File: src/rtl/share_encoder_d3.sv
// share_encoder_d3: splits two operand bits into 4-share Boolean maskings
// and supplies fresh ISW randomness from a reseedable 64-bit LFSR.
// Ports: clk, reset (async, active-low), seed/seed_valid (LFSR load),
// in_a/in_b/in_valid -> in_ready (operand handshake), port_a_*/port_b_*
// (shares), port_r_* (ISW randomness), share_valid, c_valid (product flag).
module share_encoder_d3 #(
    parameter int LAT    = 3,
    parameter int WARMUP = 4
) (
    input  logic        clk,
    input  logic        reset,
    input  logic [63:0] seed,
    input  logic        seed_valid,
    input  logic        in_a,
    input  logic        in_b,
    input  logic        in_valid,
    output logic        in_ready,
    output logic        port_a_0,
    output logic        port_a_1,
    output logic        port_a_2,
    output logic        port_a_3,
    output logic        port_b_0,
    output logic        port_b_1,
    output logic        port_b_2,
    output logic        port_b_3,
    output logic        port_r_0,
    output logic        port_r_1,
    output logic        port_r_2,
    output logic        port_r_3,
    output logic        port_r_4,
    output logic        port_r_5,
    output logic        share_valid,
    output logic        c_valid
);

    localparam int CW = (WARMUP < 2) ? 1 : $clog2(WARMUP + 1);

    typedef enum logic [1:0] {UNSEEDED, WARM, RUN} state_t;

    state_t         state;
    logic [63:0]    lfsr;
    logic [63:0]    lfsr_nxt;
    logic [CW-1:0]  cnt;
    logic [LAT-1:0] c_pipe;
    logic [3:0]     a_q;
    logic [3:0]     b_q;
    logic [5:0]     r_q;
    logic [11:0]    f;
    logic           accept;
    logic           active;

    // Twelve Fibonacci steps, x^64+x^63+x^61+x^60+1.
    function automatic logic [63:0] step12(input logic [63:0] s);
        logic [63:0] t;
        t = s;
        for (int i = 0; i < 12; i++)
            t = {t[62:0], t[63] ^ t[62] ^ t[60] ^ t[59]};
        return t;
    endfunction

    assign lfsr_nxt = step12(lfsr);
    assign f        = lfsr_nxt[11:0];
    assign active   = (state != UNSEEDED);
    assign in_ready = (state == RUN) && !seed_valid;
    assign accept   = in_valid && in_ready;

    always_ff @(posedge clk or negedge reset) begin
        if (!reset) begin
            state       <= UNSEEDED;
            lfsr        <= '0;
            cnt         <= '0;
            a_q         <= '0;
            b_q         <= '0;
            r_q         <= '0;
            share_valid <= 1'b0;
            c_pipe      <= '0;
        end else begin
            // Keeps shifting across reseeds so in-flight products still flag.
            c_pipe      <= (c_pipe << 1) | LAT'(share_valid);
            share_valid <= accept;
            // Plain operand bit only ever leaves masked, in share 3.
            a_q <= accept ? {in_a ^ f[0] ^ f[1] ^ f[2], f[2:0]} : 4'b0;
            b_q <= accept ? {in_b ^ f[3] ^ f[4] ^ f[5], f[5:3]} : 4'b0;
            r_q <= active ? f[11:6] : 6'b0;
            if (seed_valid) begin
                lfsr  <= (seed == 64'h0) ? 64'h1 : seed;
                cnt   <= CW'(WARMUP);
                state <= WARM;
            end else begin
                case (state)
                    UNSEEDED: ;
                    WARM: begin
                        lfsr <= lfsr_nxt;
                        if (cnt <= CW'(1)) begin
                            cnt   <= '0;
                            state <= RUN;
                        end else begin
                            cnt <= cnt - CW'(1);
                        end
                    end
                    RUN:     lfsr  <= lfsr_nxt;
                    default: state <= UNSEEDED;
                endcase
            end
        end
    end

    assign c_valid  = c_pipe[LAT-1];
    assign port_a_0 = a_q[0];
    assign port_a_1 = a_q[1];
    assign port_a_2 = a_q[2];
    assign port_a_3 = a_q[3];
    assign port_b_0 = b_q[0];
    assign port_b_1 = b_q[1];
    assign port_b_2 = b_q[2];
    assign port_b_3 = b_q[3];
    assign port_r_0 = r_q[0];
    assign port_r_1 = r_q[1];
    assign port_r_2 = r_q[2];
    assign port_r_3 = r_q[3];
    assign port_r_4 = r_q[4];
    assign port_r_5 = r_q[5];

endmodule

File: config.mk
export PLATFORM = sky130hd
export DESIGN_NAME = share_encoder_d3
export DESIGN_NICKNAME = d
export VERILOG_FILES = /design/src/rtl/share_encoder_d3.sv
export SDC_FILE = /design/constraint.sdc
export NUM_CORES = 1
export LEC_CHECK = 0
export CAP_MARGIN = 20
export CORE_MARGIN = 3
export CORE_UTILIZATION = 35
export CTS_BUF_LIST = sky130_fd_sc_hd__clkbuf_2 sky130_fd_sc_hd__clkbuf_4 sky130_fd_sc_hd__clkbuf_8
export CTS_CLUSTER_SIZE = 30
export DETAILED_ROUTE_END_ITERATION = 8
export SYNTH_ARGS = -nofsm -noshare
export SYNTH_HDL_FRONTEND = slang
export SYNTH_SLANG_ARGS = --single-unit
File: constraint.sdc
create_clock -name clk -period 3.4 [get_ports clk]
set_input_delay 0.85 -clock clk [delete_from_list [all_inputs] [get_ports clk]]
set_output_delay 0.85 -clock clk [all_outputs]
set_load 0.02 [all_outputs]
Yosys cells after proc, flatten, opt, wreduce, memory -nomap -nowiden
Index checks and enable logic that the tools add are counted.
- add/subtract/negate cells: 1
- magnitude comparators: 1
- eq/ne operators: 4
- muxes and demuxes: 12
- bitwise gates (word level): 43
- reduce and logical (&&, ||, !) cells: 11
- operator list (operator ; count):
    $mux W64 ; 3
    $logic_not A64 Y1 ; 1
    $xor A1 B1 Y1 ; 42
    $mux W3 ; 3
    $mux W4 ; 2
    $mux W6 ; 1
    $reduce_bool A2 Y1 ; 3
    $mux W2 ; 2
    $pmux W2 S2 ; 1
    $reduce_or A2 Y1 ; 2
    $le A3 B1 Y1 const B ; 1
    $ne A3 B3 Y1 const B ; 1
    $or A3 B1 Y3 ; 1
    $sub A3 B1 Y3 const B ; 1
    $eq A2 B1 Y1 const B ; 1
    $eq A2 B2 Y1 const B ; 1
    $logic_and A1 B1 Y1 ; 2
    $logic_not A2 Y1 ; 1
    $ne A2 B1 Y1 const B ; 1
    $reduce_and A2 Y1 ; 1
    $logic_not A1 Y1 ; 1
- register bits: 87
- bits of input ports: 70
- output and inout bits: 17
- logic and storage cells: 80

Longest topological paths before layout
Gate-level depths: netlist of the first run.
- word-level depth: 7
- mapped depth: 7

Least setup slack after synthesis of the first run
No wires, ideal clock.
- kind: in2out
- start point: input port seed_valid
- end point: output port in_ready
- arrival: 1336 ps
- setup slack: 1214 ps
- stages: 2
- cell sequence: buf_2 > nor2b_1
- word-level cells in the longest chain between the ends: 2
- RTL lines (what ; RTL line ; RTL):
    start, declared ; 13 ; input logic seed_valid,
    $logic_not A1 Y1 ; 64 ; assign in_ready = (state == RUN) && !seed_valid;
    $logic_and A1 B1 Y1 ; 64 ;
    end, declared ; 17 ; output logic in_ready,
No other way between the ends.

Final worst setup path of the first run
- start point: register state[0]
- end point: output port in_ready
- word-level cells in the longest chain between the ends: 2
- RTL lines (what ; RTL line ; RTL):
    start, declared ; 40 ; state_t state;
    start signal, assigned ; 69 ; state <= UNSEEDED;
    start signal, assigned ; 88 ; state <= WARM;
    start signal, assigned ; 96 ; state <= RUN;
    $eq A2 B2 Y1 ; 64 ;
    $logic_and A1 B1 Y1 ; 64 ;
No other way between the ends.

==> impl_metrics.xml, run 1 <==
<?xml version="1.0" encoding="UTF-8"?>
<metrics>
  <group name="critical_path">
    <metric name="startpoint" unit="">state[0]</metric>
    <metric name="worstPathArrival" unit="ns">1.93</metric>
    <metric name="r2r_start" unit="">state[0]</metric>
    <metric name="crit_path_start_kind" unit="">register</metric>
    <metric name="reg2reg_to" unit="">lfsr[8]</metric>
    <metric name="worst-path-max-fanout" unit="">4</metric>
    <metric name="reg2reg_slack" unit="ns">1.44</metric>
    <metric name="timing_worst_setup_path_type" unit="">reg2out</metric>
    <metric name="worst-r2r-cell-count" unit="">6</metric>
    <metric name="required" unit="ns">2.55</metric>
    <metric name="endpoint_kind" unit="">output pin</metric>
  </group>
  <group name="power">
    <metric name="power.internal" unit="mW">2.070</metric>
    <metric name="leakage" unit="nW">2.394</metric>
    <metric name="switchingPower" unit="mW">0.9437</metric>
    <metric name="pd_cells" unit="nW/um^2">558.4</metric>
    <metric name="peakVddDrop" unit="uV">245.2</metric>
    <metric name="comb_power_share" unit="%">28.9</metric>
    <metric name="share_seq_of_total_power" unit="%">44.5</metric>
    <metric name="pwr-share-clk" unit="%">26.7</metric>
    <metric name="swShare" unit="%">31.31</metric>
  </group>
  <group name="logic_synthesis">
    <metric name="ys.warnings.count" unit="">0</metric>
    <metric name="mappedNetlistNets" unit="">476</metric>
    <metric name="seq_area_frac_synth" unit="%">52.22</metric>
    <metric name="synthCells" unit="">401</metric>
    <metric name="syn_area_per_cell" unit="um^2">10.40</metric>
    <metric name="yosys_register_bits" unit="">87</metric>
    <metric name="synth.cell_area" unit="um^2">4169</metric>
    <metric name="yosys.cell_types.count" unit="">27</metric>
  </group>
  <group name="cts">
    <metric name="post_cts_hold_buffer_count" unit="">0</metric>
    <metric name="clk-insertion-delay-late" unit="ns">0.35</metric>
    <metric name="clkTransAtPathRegs" unit="ns">0.09</metric>
    <metric name="clock_sink_count" unit="">87</metric>
    <metric name="postCtsSetupRepairBufs" unit="">0</metric>
    <metric name="bufs_on_longest_clock_path" unit="">2</metric>
    <metric name="cts.root.buffer_cell" unit="">sky130_fd_sc_hd__clkbuf_8</metric>
    <metric name="cts-buffers-inserted" unit="">9</metric>
    <metric name="post_cts.resized_instances" unit="">0</metric>
    <metric name="clock_tree.htree_level_count" unit="">3</metric>
    <metric name="cts_tree" unit="">yes</metric>
  </group>
  <group name="timing">
    <metric name="final-hold-violation-count" unit="">0</metric>
    <metric name="finalHoldWorstSlack" unit="ns">0.3540</metric>
    <metric name="slew-limit-headroom" unit="%">65.94</metric>
    <metric name="rsz_0062_raised_after_global_routing" unit="">false</metric>
    <metric name="finish_stage_setup_viols" unit="">0</metric>
    <metric name="clock-skew-final" unit="ns">0.005207</metric>
    <metric name="tns" unit="ns">0</metric>
    <metric name="tightest_slew" unit="ns">0.5109</metric>
    <metric name="final_min_period_over_clock_period" unit="%">81.87</metric>
    <metric name="achievable-frequency" unit="MHz">359.3</metric>
    <metric name="final_period_minus_worst_setup_slack" unit="ns">2.784</metric>
    <metric name="final-max-slew-violation-count" unit="">0</metric>
  </group>
  <group name="run">
    <metric name="max_cap_viol_count" unit="">0</metric>
  </group>
  <group name="min_path">
    <metric name="min_to" unit="">c_pipe[1]</metric>
    <metric name="hold_class" unit="">reg2reg</metric>
    <metric name="holdCritStartpoint" unit="">c_pipe[0]</metric>
    <metric name="hold_path_depth" unit="">0</metric>
  </group>
  <group name="placed_design">
    <metric name="post_detail_place_hpwl" unit="um">7857</metric>
    <metric name="placed_area" unit="um^2">5121</metric>
    <metric name="place_inst" unit="">606</metric>
    <metric name="io_buffers" unit="">86</metric>
    <metric name="routabilityCongestion" unit="">0.8156</metric>
  </group>
  <group name="layout">
    <metric name="most_common_library_cell_in_the_layout_ignoring_fill_and_taps" unit="">sky130_fd_sc_hd__dfrtp_1</metric>
    <metric name="final_non_filler_cells" unit="">624</metric>
    <metric name="layout-area-overhead-vs-synth" unit="%">29.47</metric>
    <metric name="design_area" unit="um^2">5398</metric>
    <metric name="commonest_cells_after_routing_fill_and_taps_aside" unit="">sky130_fd_sc_hd__dfrtp_1, sky130_fd_sc_hd__clkdlybuf4s50_1, sky130_fd_sc_hd__nand2_1, sky130_fd_sc_hd__o21ai_0, sky130_fd_sc_hd__mux2i_1</metric>
    <metric name="post_route_cells_drive_above_1_share" unit="%">5.613</metric>
    <metric name="postLayoutCoreUtil" unit="%">46.87</metric>
    <metric name="antenna_diode_instance_count" unit="">0</metric>
    <metric name="finalNetCount" unit="">551</metric>
  </group>
  <group name="global_routing">
    <metric name="grt_pass1_vias" unit="">3177</metric>
    <metric name="globalRoute.totalOverflow" unit="">0</metric>
    <metric name="antenna_found_initial" unit="">0</metric>
    <metric name="grt_start_max_net_pins" unit="">129</metric>
    <metric name="first_pass_grt_wire_length" unit="um">16550</metric>
    <metric name="grt.total_usage" unit="%">16.46</metric>
  </group>
  <group name="drt">
    <metric name="drtIter0Drc" unit="">225</metric>
    <metric name="firstDrtPassIters" unit="">4</metric>
    <metric name="drc_errors" unit="">0</metric>
    <metric name="postRouteWirelength" unit="um">10500</metric>
    <metric name="detail_route.wl_per_cell" unit="um">16.83</metric>
    <metric name="via_per_inst" unit="">4.947</metric>
    <metric name="antenna_violating_nets_post_route" unit="">0</metric>
    <metric name="dr_total_vias" unit="">3087</metric>
  </group>
  <group name="outcome">
    <metric name="status" unit="">finished clean</metric>
  </group>
  <group name="floorplanning">
    <metric name="rows" unit="">39</metric>
    <metric name="fp.dieW" unit="um">115.1</metric>
    <metric name="floorplan.die.height" unit="um">115.1</metric>
    <metric name="floorplan.io_pins" unit="">87</metric>
    <metric name="core" unit="um^2">11520</metric>
    <metric name="initial_core_util" unit="%">36.20</metric>
    <metric name="die_outline_area" unit="um^2">13260</metric>
  </group>
</metrics>
-- critical path: stages (launching register included) --
cell and delay [ns]:
sky130_fd_sc_hd__dfrtp_1 0.41, sky130_fd_sc_hd__inv_1 0.16, sky130_fd_sc_hd__ha_1 0.16, sky130_fd_sc_hd__nor2b_1 0.21
sky130_fd_sc_hd__clkdlybuf4s50_1 0.64
-- layout make-up --
| class | count | area [um^2] |
|---|---|---|
| tap | 143 | 178.9 |
| inverter | 5 | 18.77 |
| sequential | 87 | 2177 |
| clock buffer | 10 | 137.6 |
| multi-input combinational | 283 | 1863 |
| timing repair buffer | 90 | 938.4 |
| fill | 1091 | 6118 |
| clock inverter | 6 | 83.83 |
-- worst max-delay path by stage --
stage	to	slack (ns)	cells past startpoint
after floorplan	in_ready	1.21	2
after global placement	in_ready	0.68	3
after detailed placement	in_ready	0.67	3
after CTS	in_ready	0.55	4
after global routing	in_ready	0.48	4
final	in_ready	0.62	4
-- synth_stat cells, drive strengths merged --
library cell  count  area (um^2)
inv               5        18.77
o21bai            1        7.510
a21o             11        82.58
mux2i            52        520.5
nand2            56        210.2
o22a              1        8.760
nor4             17        106.4
a211oi           11        82.58
dfrtp            87         2177
ha                5        62.56
o41ai             1        8.760
a21oi             3        15.01
xnor2            30        285.3
nor2b             2        12.51
buf              15        80.08
o21ba             1        10.01
nand2b            1        6.260
xor2              2        17.52
nand4             4        25.02
clkbuf           11        42.54
nor2             29        108.9
o21ai            55        275.3
nor3              1        5.000
-- power by group through the flow --
stage	logic, mW	registers (mW)	clock network (mW)
after CTS	0.875	1.34	0.825
final	0.870	1.34	0.804
after global placement	0.858	1.36	0
after floorplan	0.541	1.34	0
after global routing	0.958	1.36	0.865
after detailed placement	0.871	1.36	0
-- sequential cells by signal, indices dropped and copies added (netlist names) --
name / cells
lfsr: 64
r_q: 6
a_q: 4
b_q: 4
c_pipe: 3
cnt: 3
state: 2
share_valid: 1
-- kinds of logic (layout without fill, tap and decap cells) --
group	Yosys count	after routing	synth area share [%]
buf+inv	31	111	3.391
mux	52	52	12.49
compound gates	84	84	11.76
flops	87	87	52.22
xor+xnor	32	32	7.263
simple gates	110	110	11.37
fa+ha+maj	5	5	1.501
-- stage by stage --
stage               power (mW)  worst slack [ns]
floorplan                1.885             1.214
global placement         2.216            0.6810
detailed placement       2.233            0.6713
CTS                      3.041            0.5537
global route             3.185            0.4840
finish                   3.014            0.6165
-- metal layers --
metal / track usage, % / share of wire, % / up-vias
met4: 4.930 / 1.1 / 0
li1: - / - / 1534
met5: 0 / 0 / -
met2: 26.12 / 46 / 86
met1: 23.58 / 48 / 1458
met3: 2.211 / 5.2 / 9
Power figures use the tool's default switching activity.
==> run 2, diff against run 1 <==
==> constraint.sdc (replaced) <==
create_clock -name clk -period 2.35 [get_ports clk]
set_input_delay 0.5875 -clock clk [delete_from_list [all_inputs] [get_ports clk]]
set_output_delay 0.5875 -clock clk [all_outputs]
set_load 0.02 [all_outputs]
==> impl_metrics.xml, run 2 (synthesis results as in run 1) <==
<?xml version="1.0" encoding="UTF-8"?>
<metrics>
  <group name="timing">
    <metric name="tns" unit="ns">0</metric>
    <metric name="clock-skew-final" unit="ns">0.007098</metric>
    <metric name="finish_stage_setup_viols" unit="">0</metric>
    <metric name="final-hold-violation-count" unit="">0</metric>
    <metric name="achievable-frequency" unit="MHz">467.8</metric>
    <metric name="final-max-slew-violation-count" unit="">0</metric>
    <metric name="slew-limit-headroom" unit="%">62.90</metric>
    <metric name="rsz_0062_raised_after_global_routing" unit="">false</metric>
    <metric name="tightest_slew" unit="ns">0.5565</metric>
    <metric name="final_min_period_over_clock_period" unit="%">90.96</metric>
    <metric name="final_period_minus_worst_setup_slack" unit="ns">2.138</metric>
  </group>
  <group name="power">
    <metric name="power.internal" unit="mW">2.890</metric>
    <metric name="switchingPower" unit="mW">1.347</metric>
    <metric name="peakVddDrop" unit="uV">336.3</metric>
    <metric name="comb_power_share" unit="%">30.7</metric>
    <metric name="leakage" unit="nW">2.416</metric>
    <metric name="share_seq_of_total_power" unit="%">45.9</metric>
    <metric name="pd_cells" unit="nW/um^2">782.1</metric>
    <metric name="pwr-share-clk" unit="%">23.4</metric>
    <metric name="swShare" unit="%">31.79</metric>
  </group>
  <group name="layout">
    <metric name="post_route_cells_drive_above_1_share" unit="%">6.584</metric>
    <metric name="largest-register" unit="">lfsr</metric>
    <metric name="biggest_regs" unit="">lfsr (64), r_q (6)</metric>
    <metric name="multi_input_area" unit="um^2">1863</metric>
    <metric name="finalNetCount" unit="">556</metric>
    <metric name="seq_area" unit="um^2">2177</metric>
    <metric name="layout-area-overhead-vs-synth" unit="%">29.92</metric>
    <metric name="largest_register_ff_count" unit="">64</metric>
    <metric name="antenna_diode_instance_count" unit="">0</metric>
    <metric name="design_area" unit="um^2">5416</metric>
    <metric name="fill_cells" unit="">1094</metric>
    <metric name="commonest_cells_after_routing_fill_and_taps_aside" unit="">sky130_fd_sc_hd__dfrtp_1, sky130_fd_sc_hd__clkdlybuf4s50_1, sky130_fd_sc_hd__nand2_1, sky130_fd_sc_hd__o21ai_0, sky130_fd_sc_hd__mux2i_1</metric>
    <metric name="most_common_library_cell_in_the_layout_ignoring_fill_and_taps" unit="">sky130_fd_sc_hd__dfrtp_1</metric>
  </group>
  <group name="cts">
    <metric name="cts_tree" unit="">yes</metric>
    <metric name="bufs_on_longest_clock_path" unit="">2</metric>
    <metric name="clock_sink_count" unit="">87</metric>
    <metric name="clock_tree.htree_level_count" unit="">3</metric>
    <metric name="clkTransAtPathRegs" unit="ns">0.08</metric>
    <metric name="clk-insertion-delay-late" unit="ns">0.34</metric>
    <metric name="cts-buffers-inserted" unit="">9</metric>
    <metric name="cts.root.buffer_cell" unit="">sky130_fd_sc_hd__clkbuf_8</metric>
  </group>
  <group name="floorplanning">
    <metric name="fp.dieW" unit="um">115.1</metric>
    <metric name="floorplan.io_pins" unit="">87</metric>
    <metric name="initial_core_util" unit="%">36.20</metric>
    <metric name="rows" unit="">39</metric>
    <metric name="core" unit="um^2">11520</metric>
    <metric name="die_outline_area" unit="um^2">13260</metric>
    <metric name="floorplan.die.height" unit="um">115.1</metric>
  </group>
  <group name="drt">
    <metric name="drtIter0Drc" unit="">194</metric>
    <metric name="detail_route.wl_per_cell" unit="um">17.33</metric>
    <metric name="postRouteWirelength" unit="um">10900</metric>
    <metric name="antenna_violating_nets_post_route" unit="">0</metric>
    <metric name="firstDrtPassIters" unit="">4</metric>
    <metric name="drc_errors" unit="">0</metric>
    <metric name="dr_total_vias" unit="">3134</metric>
    <metric name="via_per_inst" unit="">4.983</metric>
  </group>
  <group name="global_routing">
    <metric name="grt_pass1_vias" unit="">3237</metric>
    <metric name="antenna_found_initial" unit="">0</metric>
    <metric name="globalRoute.totalOverflow" unit="">0</metric>
    <metric name="first_pass_grt_wire_length" unit="um">17220</metric>
    <metric name="grt_start_max_net_pins" unit="">134</metric>
    <metric name="grt.total_usage" unit="%">16.94</metric>
  </group>
  <group name="placed_design">
    <metric name="io_buffers" unit="">86</metric>
    <metric name="post_detail_place_hpwl" unit="um">8406</metric>
    <metric name="placed_area" unit="um^2">5224</metric>
    <metric name="routabilityCongestion" unit="">0.8310</metric>
  </group>
  <group name="critical_path">
    <metric name="critical_path.max_stage_delay" unit="ns">0.41</metric>
    <metric name="required" unit="ns">1.76</metric>
    <metric name="timing_worst_setup_path_type" unit="">reg2out</metric>
    <metric name="endpoint_kind" unit="">output pin</metric>
    <metric name="worstPathCellList" unit="">inv_1 &gt; ha_1 &gt; nor2b_1 &gt; dlygate4sd2_1</metric>
    <metric name="crit_path_start_kind" unit="">register</metric>
    <metric name="critical_path.slowest_cell" unit="">sky130_fd_sc_hd__dfrtp_1</metric>
    <metric name="worstPathArrival" unit="ns">1.55</metric>
    <metric name="worst-path-max-fanout" unit="">3</metric>
  </group>
  <group name="min_path">
    <metric name="hold_class" unit="">in2async</metric>
  </group>
  <group name="run">
    <metric name="max_cap_viol_count" unit="">0</metric>
  </group>
  <group name="outcome">
    <metric name="status" unit="">finished clean</metric>
  </group>
</metrics>
==> run 2: per-layer routing <==
metal	GRT usage [%]	up-vias	share of wire, %
met5	0	-	0
met4	3.834	0	0.85
met3	2.632	9	3.9
met2	27.04	77	46
met1	24.46	1501	49
li1	-	1547	-
==> run 2: repair_timing <==
action | CTS | global route
setup buffers | 0 | 0
gates resized for setup | 1 | 0
hold buffers | 0 | 0
endpoints found under the setup margin | 1 | 0
==> run 2: cell type report <==
type / instances / share of cell area, %
clock inverters: 3 / 0.2772
clock buffers: 13 / 3.303
repair buffers: 95 / 18.18
inverters: 5 / 0.3465
well taps: 143 / 3.303
multi-input cells: 283 / 34.40
flip-flops and latches: 87 / 40.19
==> run 2: path summary, 6_finish.rpt <==
check / from / end / slack [ns] / cells past startpoint
worst min-delay path: reset / lfsr[31] / 0.23 / 1
max in group asynchronous: reset / a_q[3] / 1.52 / 2
worst max register to register: state[0] / lfsr[51] / 0.49 / 6
worst max-delay path: state[0] / in_ready / 0.21 / 4
min in group clk: c_pipe[0] / c_pipe[1] / 0.35 / 0
worst min register to register: c_pipe[0] / c_pipe[1] / 0.35 / 0
==> run 2: power groups by stage <==
stage                     Combinational (mW)  Clock, mW  Sequential, mW
after global placement                  1.29          0            1.97
after global routing                    1.43       1.09            1.97
after CTS                               1.31       1.02            1.94
after detailed placement                1.31          0            1.97
final                                   1.30      0.991            1.95
after floorplan                        0.782          0            1.94
==> run 2: critical path, delay by kind of cell, from the launching register on <==
kind	cells	cell delay, ns
DFF	1	0.41
and+or+nand+nor	1	0.22
adders and majority gates	1	0.13
buffers and inverters	2	0.45
==> run 2: stage by stage <==
stage	cells	util [%]	total power [mW]	worst slack (ns)	hold WS (ns)
final	629	47.03	4.236	0.2123	0.2287
after CTS	629	47.03	4.281	0.1539	0.2352
after global routing	629	47.03	4.492	0.09487	0.2558
after detailed placement	613	45.36	3.283	-0.1556	0.3389
after global placement	613	45.36	3.255	-0.1156	0.3362
after floorplan	401	-	2.727	0.6893	0.2919
